--- config.mk ---
export PLATFORM = sky130hd
export DESIGN_NAME = ultrasound_scheduler
export DESIGN_NICKNAME = d
export VERILOG_FILES = /design/src/rtl/ultrasound_pkg.sv /design/src/rtl/ultrasound_scheduler_timebase.sv /design/src/rtl/ultrasound_scheduler.sv
export SDC_FILE = /design/constraint.sdc
export NUM_CORES = 1
export LEC_CHECK = 0
export CAP_MARGIN = 10
export CORE_MARGIN = 5
export CORE_UTILIZATION = 50
export DETAILED_ROUTE_END_ITERATION = 10
export PLACE_DENSITY = 0.76
export SETUP_SLACK_MARGIN = 0.3
export SYNTH_ARGS = -nofsm -noshare
export SYNTH_HDL_FRONTEND = slang
export SYNTH_SLANG_ARGS = --single-unit
--- constraint.sdc ---
create_clock -name clk_clk -period 4.4 [get_ports clk_clk]
set_input_delay 0.44 -clock clk_clk [delete_from_list [all_inputs] [get_ports clk_clk]]
set_output_delay 0.44 -clock clk_clk [all_outputs]
set_load 0.005 [all_outputs]
--- src/rtl/ultrasound_pkg.sv ---
// Shared state encodings and timing helpers for the ultrasonic sensor scheduler.
package ultrasound_pkg;

    typedef logic [2:0] state_t;

    localparam state_t ST_IDLE      = 3'd0;
    localparam state_t ST_TRIG      = 3'd1;
    localparam state_t ST_WAIT_RISE = 3'd2;
    localparam state_t ST_MEASURE   = 3'd3;
    localparam state_t ST_GUARD     = 3'd4;

    // Clock cycles per microsecond, never below one.
    function automatic int unsigned us_div(input int unsigned clk_hz);
        return (clk_hz / 1000000 == 0) ? 1 : clk_hz / 1000000;
    endfunction

    function automatic int unsigned us_cycles(input int unsigned clk_hz, input int unsigned us);
        return us * us_div(clk_hz);
    endfunction

    // First enabled sensor strictly after cur, wrapping; returns cur when nothing is enabled.
    function automatic int unsigned next_idx(input logic [31:0] mask, input int unsigned cur,
                                             input int unsigned n);
        int unsigned sel;
        int unsigned idx;
        logic        found;
        sel   = cur;
        found = 1'b0;
        for (int unsigned i = 1; i <= n; i++) begin
            idx = (cur + i) % n;
            if (!found && ((mask >> idx) & 32'd1) != 32'd0) begin
                sel   = idx;
                found = 1'b1;
            end
        end
        return sel;
    endfunction

endpackage

--- src/rtl/ultrasound_scheduler_timebase.sv ---
// Microsecond prescaler: us_tick every DIV cycles, restartable so durations align to state entry.
module us_timebase #(
    parameter int unsigned DIV = 50
) (
    input  logic clk,
    input  logic rst_n,
    input  logic clr,
    output logic us_tick
);

    localparam int unsigned PW = (DIV > 1) ? $clog2(DIV) : 1;

    logic [PW-1:0] pre;

    assign us_tick = (pre == PW'(DIV - 1));

    always_ff @(posedge clk or negedge rst_n) begin
        if (!rst_n) begin
            pre <= '0;
        end else if (clr || us_tick) begin
            pre <= '0;
        end else begin
            pre <= pre + PW'(1);
        end
    end

endmodule

--- src/rtl/ultrasound_scheduler.sv ---
// Round-robin trigger/echo sequencer for the ultrasonic range sensors.
// One sensor in flight at a time; each result is strobed out and kept in a per-sensor bank.
module ultrasound_scheduler
    import ultrasound_pkg::*;
#(
    parameter int unsigned CLK_FREQ_HZ = 50000000,
    parameter int unsigned N_SENSORS   = 4,
    parameter int unsigned TRIG_US     = 10,
    parameter int unsigned TIMEOUT_US  = 30000,
    parameter int unsigned GUARD_US    = 10000,
    parameter int unsigned CNT_W       = 16,
    localparam int unsigned IDXW       = (N_SENSORS > 1) ? $clog2(N_SENSORS) : 1
) (
    input  logic                         clk_clk,
    input  logic                         reset_reset_n,
    input  logic                         run,
    input  logic [N_SENSORS-1:0]         enable_mask,
    input  logic [N_SENSORS-1:0]         echo,
    output logic [N_SENSORS-1:0]         trig,
    output logic                         meas_valid,
    output logic [IDXW-1:0]              meas_idx,
    output logic [CNT_W-1:0]             meas_us,
    output logic                         meas_timeout,
    output logic [N_SENSORS*CNT_W-1:0]   dist_flat,
    output logic                         busy
);

    localparam int unsigned DIV     = us_div(CLK_FREQ_HZ);
    localparam logic [32:0] CNT_MAX = (33'd1 << CNT_W) - 33'd1;

    if (TIMEOUT_US >= (64'd1 << CNT_W)) begin : g_timeout_range
        $error("TIMEOUT_US must be below 2**CNT_W");
    end

    state_t            state;
    state_t            state_nxt;
    logic [IDXW-1:0]   cur_idx;
    logic [IDXW-1:0]   sel_idx;
    logic              select;
    logic              post;
    logic              post_to;
    logic [CNT_W-1:0]  post_val;
    logic [32:0]       width_raw;
    logic              clr;
    logic              us_tick;
    logic [31:0]       us_cnt;
    logic [31:0]       cnt_lim;
    logic              cnt_hit;

    logic [N_SENSORS-1:0] echo_s1;
    logic [N_SENSORS-1:0] echo_s2;
    logic [N_SENSORS-1:0] echo_s3;
    logic                 echo_rise;
    logic                 echo_fall;

    always_ff @(posedge clk_clk or negedge reset_reset_n) begin
        if (!reset_reset_n) begin
            echo_s1 <= '0;
            echo_s2 <= '0;
            echo_s3 <= '0;
        end else begin
            echo_s1 <= echo;
            echo_s2 <= echo_s1;
            echo_s3 <= echo_s2;
        end
    end

    assign echo_rise = echo_s2[cur_idx] & ~echo_s3[cur_idx];
    assign echo_fall = ~echo_s2[cur_idx] & echo_s3[cur_idx];

    us_timebase #(
        .DIV(DIV)
    ) u_timebase (
        .clk    (clk_clk),
        .rst_n  (reset_reset_n),
        .clr    (clr),
        .us_tick(us_tick)
    );

    // cnt_hit marks the tick that completes the current state's programmed duration.
    always_comb begin
        cnt_lim = '0;
        case (state)
            ST_TRIG:                  cnt_lim = 32'(TRIG_US - 1);
            ST_WAIT_RISE, ST_MEASURE: cnt_lim = 32'(TIMEOUT_US - 1);
            ST_GUARD:                 cnt_lim = 32'(GUARD_US - 1);
            default:                  cnt_lim = '0;
        endcase
        cnt_hit = us_tick && (us_cnt == cnt_lim);
    end

    always_comb begin
        state_nxt = state;
        select    = 1'b0;
        post      = 1'b0;
        post_to   = 1'b0;
        sel_idx   = IDXW'(next_idx(32'(enable_mask), 32'(cur_idx), N_SENSORS));
        case (state)
            ST_IDLE: begin
                if (run && |enable_mask) begin
                    state_nxt = ST_TRIG;
                    select    = 1'b1;
                end
            end
            ST_TRIG: begin
                if (cnt_hit) state_nxt = ST_WAIT_RISE;
            end
            ST_WAIT_RISE: begin
                if (echo_rise) begin
                    state_nxt = ST_MEASURE;
                end else if (cnt_hit) begin
                    state_nxt = ST_GUARD;
                    post      = 1'b1;
                    post_to   = 1'b1;
                end
            end
            ST_MEASURE: begin
                if (echo_fall) begin
                    state_nxt = ST_GUARD;
                    post      = 1'b1;
                end else if (cnt_hit) begin
                    state_nxt = ST_GUARD;
                    post      = 1'b1;
                    post_to   = 1'b1;
                end
            end
            ST_GUARD: begin
                if (cnt_hit) begin
                    if (run && |enable_mask) begin
                        state_nxt = ST_TRIG;
                        select    = 1'b1;
                    end else begin
                        state_nxt = ST_IDLE;
                    end
                end
            end
            default: state_nxt = ST_IDLE;
        endcase
        clr = (state_nxt != state);
    end

    // The tick landing on the fall cycle is part of the pulse, so count it in the posted width.
    always_comb begin
        width_raw = {1'b0, us_cnt} + {32'd0, us_tick};
        if (post_to || width_raw > CNT_MAX) begin
            post_val = '1;
        end else begin
            post_val = width_raw[CNT_W-1:0];
        end
    end

    always_ff @(posedge clk_clk or negedge reset_reset_n) begin
        if (!reset_reset_n) begin
            state   <= ST_IDLE;
            cur_idx <= IDXW'(N_SENSORS - 1);
            us_cnt  <= '0;
        end else begin
            state <= state_nxt;
            if (select) cur_idx <= sel_idx;
            if (clr) begin
                us_cnt <= '0;
            end else if (us_tick && state != ST_IDLE) begin
                us_cnt <= us_cnt + 32'd1;
            end
        end
    end

    always_ff @(posedge clk_clk or negedge reset_reset_n) begin
        if (!reset_reset_n) begin
            meas_valid   <= 1'b0;
            meas_idx     <= '0;
            meas_us      <= '0;
            meas_timeout <= 1'b0;
            dist_flat    <= '0;
        end else begin
            meas_valid <= post;
            if (post) begin
                meas_idx     <= cur_idx;
                meas_us      <= post_val;
                meas_timeout <= post_to;
            end
            for (int unsigned i = 0; i < N_SENSORS; i++) begin
                if (post && cur_idx == IDXW'(i)) dist_flat[i*CNT_W +: CNT_W] <= post_val;
            end
        end
    end

    always_comb begin
        trig = '0;
        if (state == ST_TRIG) trig[cur_idx] = 1'b1;
    end

    assign busy = (state != ST_IDLE);

endmodule
Yosys cells after proc, flatten, opt, wreduce, memory -nomap -nowiden
Index checks and enable logic that the tools add are counted.
Widths: inputs -> output; s select.
{"block": "classes", "addsub": 7, "mul": 0, "div_mod_pow": 0, "order_cmp": 3, "n_eq_ne": 10, "n_shift": 4, "n_mux": 36, "bitwise_logic": 4, "reduce_logical": 24}
{"op": "$mux 32", "count": 2}
{"op": "$pmux 15 s3", "count": 1}
{"op": "$add 32x1->33", "count": 1}
{"op": "$gt 33x16->1 const B", "count": 1}
{"op": "$add 32x1->32 const B", "count": 1}
{"op": "$eq 32x32->1", "count": 1}
{"op": "$mux 3", "count": 6}
{"op": "$mux 16", "count": 1}
{"op": "$shr 4x2->1", "count": 4}
{"op": "$pmux 3 s5", "count": 1}
{"op": "$mux 1", "count": 13}
{"op": "$logic_and 1x1->1", "count": 11}
{"op": "$mux 2", "count": 4}
{"op": "$add 6x1->6 const B", "count": 1}
{"op": "$eq 3x2->1 const B", "count": 2}
{"op": "$eq 6x6->1 const B", "count": 1}
{"op": "$mux 6", "count": 1}
{"op": "$pmux 1 s2", "count": 3}
{"op": "$add 2x1->2 const B", "count": 2}
{"op": "$add 2x2->2 const B", "count": 2}
{"op": "$bmux 1 s2", "count": 2}
{"op": "$eq 2x2->1 const B", "count": 2}
{"op": "$mux 4", "count": 1}
{"op": "$reduce_bool 4->1", "count": 1}
{"op": "18 further kinds", "count": 23}
{"block": "totals", "regBits": 139, "latch_bits": 0, "ram_bits": 0, "mem_bits_ro": 0, "inputBits": 11, "out_inout_bits": 89, "elab_cells": 103, "memories": 0}

Logic depth before layout (Yosys ltp)
{"block": "depth", "word_depth": 13, "mapped_depth": 16, "ltp_nobuf": 14}

By module
From an unflattened synthesis, not the netlist that was laid out.
{"block": "unflattened", "cells_unflattened": 880, "area_unflattened_um2": 7688.6}
{"module": "ultrasound_scheduler", "instances": 1, "cells_each": 854, "area_each_um2": 7407.1, "seq_area_each_um2": 3330.7}
{"module": "us_timebase", "instances": 1, "cells_each": 26, "area_each_um2": 281.5, "seq_area_each_um2": 150.1}

Least setup slack after synthesis
No wires, ideal clock.
{"block": "synth_timing", "path_type": "register to register", "start": "register u_timebase.pre[1]", "end": "register dist_flat[10]", "setup_ns": 0.126, "arrival_ns": 3.516, "required_ns": 4.274, "slack_ns": 0.758, "stages_incl_launch_ff": 17, "path_buffers": 2, "period_less_slack_ns": 3.642, "path_cell_list": "dfrtp_1 -> inv_1 -> ha_1 -> nand4b_1 -> or2_2 -> inv_1 -> ha_1 -> ha_1 -> nand3_1 -> or4_1 -> buf_2 -> o21ai_1 -> nand4_1 -> a221oi_2 -> nand4_4 -> buf_6 -> o32a_1"}
{"block": "synth_via", "elab_chain_len": 7, "elab_cells_between_ends": 13, "classes_between": "add/sub (1); order compare (1); eq/ne (1); mux (7); reduce/logical (3)"}
{"item": "start, declared", "line": "ultrasound_scheduler_timebase.sv:13", "source": "logic [PW-1:0] pre;"}
{"item": "start signal, assigned", "line": "ultrasound_scheduler_timebase.sv:23", "source": "pre <= pre + PW'(1);"}
{"item": "$eq 6x6->1 *", "line": "ultrasound_scheduler_timebase.sv:15", "source": "assign us_tick = (pre == PW'(DIV - 1));"}
{"item": "parallel branches: the longest is 6 deep, another holds $add 32x1->33"}
{"item": "end signal, assigned by index", "line": "ultrasound_scheduler.sv:183", "source": "if (post && cur_idx == IDXW'(i)) dist_flat[i*CNT_W +: CNT_W] <= post_val;"}
{"item": "end, declared", "line": "ultrasound_scheduler.sv:24", "source": "output logic [N_SENSORS*CNT_W-1:0] dist_flat,"}
Mark *: on every way between the ends.
A chain may end at the register's enable or synchronous reset.

Final worst setup path
{"block": "layout_timing", "start": "register u_timebase.pre[1]", "end": "register dist_flat[42]"}
Same word-level chain as after synthesis.

==> results.py <==
metrics = {
    "synthesis": {
        "synth-simple-area-share_pct": 16.9,
        "syn_nets": 653,
        "synth_area_leaders": "dfrtp_1, o32a_1, xnor2_1",
        "muxShareOfSynthArea_pct": 2.08,
        "synth-xor-area-share_pct": 7.08,
        "synth_compound_area_share_pct": 15.6,
        "ys_seq_elements": 139,
        "syn_area_um2": 6810,
        "synth_edf_count": 0,
        "synth_cell_types": 55,
        "yosys_most_used_dff": "dfrtp_1",
        "async_reset_ff_share_pct": 100,
        "yosysTopAreaCell": "dfrtp_1",
        "ys_seq_area_share_pct": 51.1,
        "yosys_warnings": 0,
        "syn_inst": 633,
        "synth_top_area_share_pct": 50.4,
        "syn_area_per_cell_um2": 10.8,
        "synth_adder_area_share_pct": 1.65,
        "synth_top_family_by_area": "simple AND/OR/NAND/NOR gates",
    },
    "final_layout": {
        "area_growth_pct": 22.8,
        "ff_latch_area_um2": 3480,
        "fillers": 1069,
        "layout_common_cells": "dfrtp_1, clkdlybuf4s50_1, nor2_1",
        "final_common_cell": "dfrtp_1",
        "layout-drive-gt1-share_pct": 8.53,
        "nets": 722,
        "finish.utilization_pct": 62.9,
        "multi_input_area_um2": 2970,
        "n_antenna_cell": 0,
    },
    "placement": {
        "port_buffers": 99,
        "hpwl_um": 12100,
        "gp_congestion": 0.880,
    },
    "sta": {
        "finalSetupTns_ns": 0,
        "min_period_ns": 3.89,
        "fin_skew_ns": 0.00890,
        "final_max_slew_viol_count": 0,
        "relSlewSlack_pct": 32.4,
        "clock.fmax_ghz": 0.257,
        "setup_viol": 0,
        "worst_pin_slew_ns": 1.01,
        "rsz0062_at_grt": "no",
        "fin_crit_sh_pct": 88.5,
        "finalHoldViolations": 0,
    },
    "setup_path": {
        "slowest_stage": "or4_4",
        "start_kind": "register",
        "cp.required_ns": 4.70,
        "crit_type": "reg2reg",
        "cp_top_family": "simple AND/OR/NAND/NOR gates",
        "crit_fanout": 72,
        "cp_common_cell": "ha_1",
        "critPathMaxStageDelay_ns": 0.58,
        "worstPathArrival_ns": 4.19,
        "cp_cell_sequence": "inv_1, ha_1, nand4b_1, or2_2, inv_2, ha_1, ha_1, nand3_1, or4_4, a211oi_1, nand3b_1, a221oi_4, nand4_4, buf_12, o32a_1",
        "end_kind": "register",
        "cp_num_buf_inv": 3,
    },
    "routing": {
        "vias_per_cell": 6.09,
        "dr.pass1.iters": 5,
        "drtIter0Drc": 514,
        "postRouteAntennaNets": 0,
        "wl_um": 17000,
        "num_vias": 5422,
        "drc": 0,
        "wl_per_cell_um": 19.1,
    },
    "clock_tree": {
        "clk_latency_ns": 0.42,
        "cts_max_level": 4,
        "clock_path_buffers": 2,
        "cts_sinks": 139,
        "path_clk_slew_ns": 0.06,
        "cts_tree": "done",
        "clockRootBuffer": "clkbuf_16",
        "cts_setup_buffers": 0,
        "numCtsBuffers": 17,
    },
    "run": {
        "max_cap_viol_count": 0,
    },
    "floorplan": {
        "die_h_um": 127,
        "dieArea_um2": 16000,
        "die_w_um": 127,
        "io_pins": 100,
        "num_rows": 42,
        "initial_utilization_pct": 51.2,
        "core_um2": 13300,
    },
    "power_and_ir_drop": {
        "power.leakage_nw": 3.64,
        "pwr_density_cell_nw_per_um2": 322,
        "vdd_drop_max_mv": 0.189,
    },
    "status": {
        "status": "completed",
    },
    "global_route": {
        "overflow": 0,
        "grt_pass1_wl_um": 28300,
        "grt_pass1_vias": 5277,
        "grt_start_max_net_pins": 85,
        "grt_usage_pct": 21.9,
        "antenna_found_initial": 0,
    },
    "min_path": {
        "hp-class": "in2async",
    },
}
-- registers in the layout, indices dropped and copies added, names as in the netlist --
signal and cells:
u_timebase.pre 6, echo_s3 4, meas_timeout 1, cur_idx 2, echo_s2 4, meas_us 16, state 3, meas_idx 2
meas_valid 1, echo_s1 4, us_cnt 32, dist_flat 64
-- layout make-up --
| cell class | instances | area share (%) |
|---|---|---|
| Multi-Input combinational cell | 420 | 35.5 |
| Clock buffer | 20 | 5.46 |
| Timing Repair Buffer | 106 | 12.6 |
| Tap cell | 176 | 2.63 |
| Sequential cell | 139 | 41.6 |
| Inverter | 18 | 0.808 |
| Clock inverter | 12 | 1.33 |
-- Yosys cell counts, types with 4 or more instances --
cell type / number
o22a_1: 20
buf_2: 25
nand2b_1: 5
nor3_1: 22
or3_1: 5
buf_4: 8
nand4_1: 18
inv_1: 18
and4_1: 7
nand2_1: 40
clkbuf_1: 18
o21ai_0: 7
a21oi_1: 13
nor2_1: 71
mux2i_1: 4
dfrtp_1: 137
o32a_1: 52
xnor2_1: 31
a21o_1: 4
nand3_1: 19
and2_1: 10
xor2_1: 24
nor4_1: 4
buf_6: 5
and3_1: 6
ha_1: 9
-- worst reg2reg max path: stages (launching register included) --
cell,delay (ns)
dfrtp_1,0.40
inv_1,0.07
ha_1,0.14
nand4b_1,0.13
or2_2,0.34
inv_2,0.12
ha_1,0.19
ha_1,0.18
nand3_1,0.17
or4_4,0.58
a211oi_1,0.23
nand3b_1,0.15
a221oi_4,0.31
nand4_4,0.14
buf_12,0.22
o32a_1,0.41
-- power by group --
part           switching, mW  internal (mW)  total, mW
combinational         0.0306         0.0134     0.0440
clock                  0.554          0.811       1.36
sequential           0.00167           1.28       1.29
total                  0.587           2.11       2.69
-- timing repair --
item	4_1_cts	5_1_grt
endpoints found under the setup margin	0	80
hold buffers	0	0
resized for setup	0	5
-- layer usage --
metal	track usage, %	up-vias	share of wire [%]
li1	-	2458	-
met1	29.3	2697	43
met2	34.7	239	47
met3	5.88	28	7.8
met4	7.38	0	1.9
met5	0	-	0
-- worst paths after layout --
check	start	to	slack (ns)	cells past startpoint
max	u_timebase.pre[1]$_DFF_PN0_	dist_flat[42]$_DFFE_PN0P_	0.51	15
min	reset_reset_n	dist_flat[40]$_DFFE_PN0P_	0.18	1
max reg2reg	u_timebase.pre[1]$_DFF_PN0_	dist_flat[42]$_DFFE_PN0P_	0.51	15
min reg2reg	echo_s1[1]$_DFF_PN0_	echo_s2[1]$_DFF_PN0_	0.34	0
max in group asynchronous	reset_reset_n	cur_idx[1]$_DFFE_PN1P_	3.16	2
min in group clk_clk	echo_s1[1]$_DFF_PN0_	echo_s2[1]$_DFF_PN0_	0.34	0
-- cells by family (layout without fill, tap and decap cells) --
group / count (synthesis) / count (layout)
AOI/OAI and AO/OA: 121 / 121
xor gates and xnor gates: 55 / 55
adders and majority gates: 9 / 9
buffers and inverters: 74 / 156
muxes: 10 / 10
DFF: 139 / 139
and+or+nand+nor: 225 / 225
-- metrics by stage --
step / hold slack, ns / setup WS [ns] / cell area (um^2) / power [mW] / std cells
floorplan: 0.144 / 0.758 / 6810 / 1.32 / 633
global placement: 0.331 / 0.509 / 7770 / 1.35 / 859
detailed placement: 0.336 / 0.330 / 7770 / 1.35 / 859
CTS: 0.213 / 0.328 / 8340 / 2.72 / 891
global route: 0.284 / 0.312 / 8360 / 2.79 / 891
finish: 0.180 / 0.508 / 8360 / 2.69 / 891
Power figures use the tool's default switching activity.
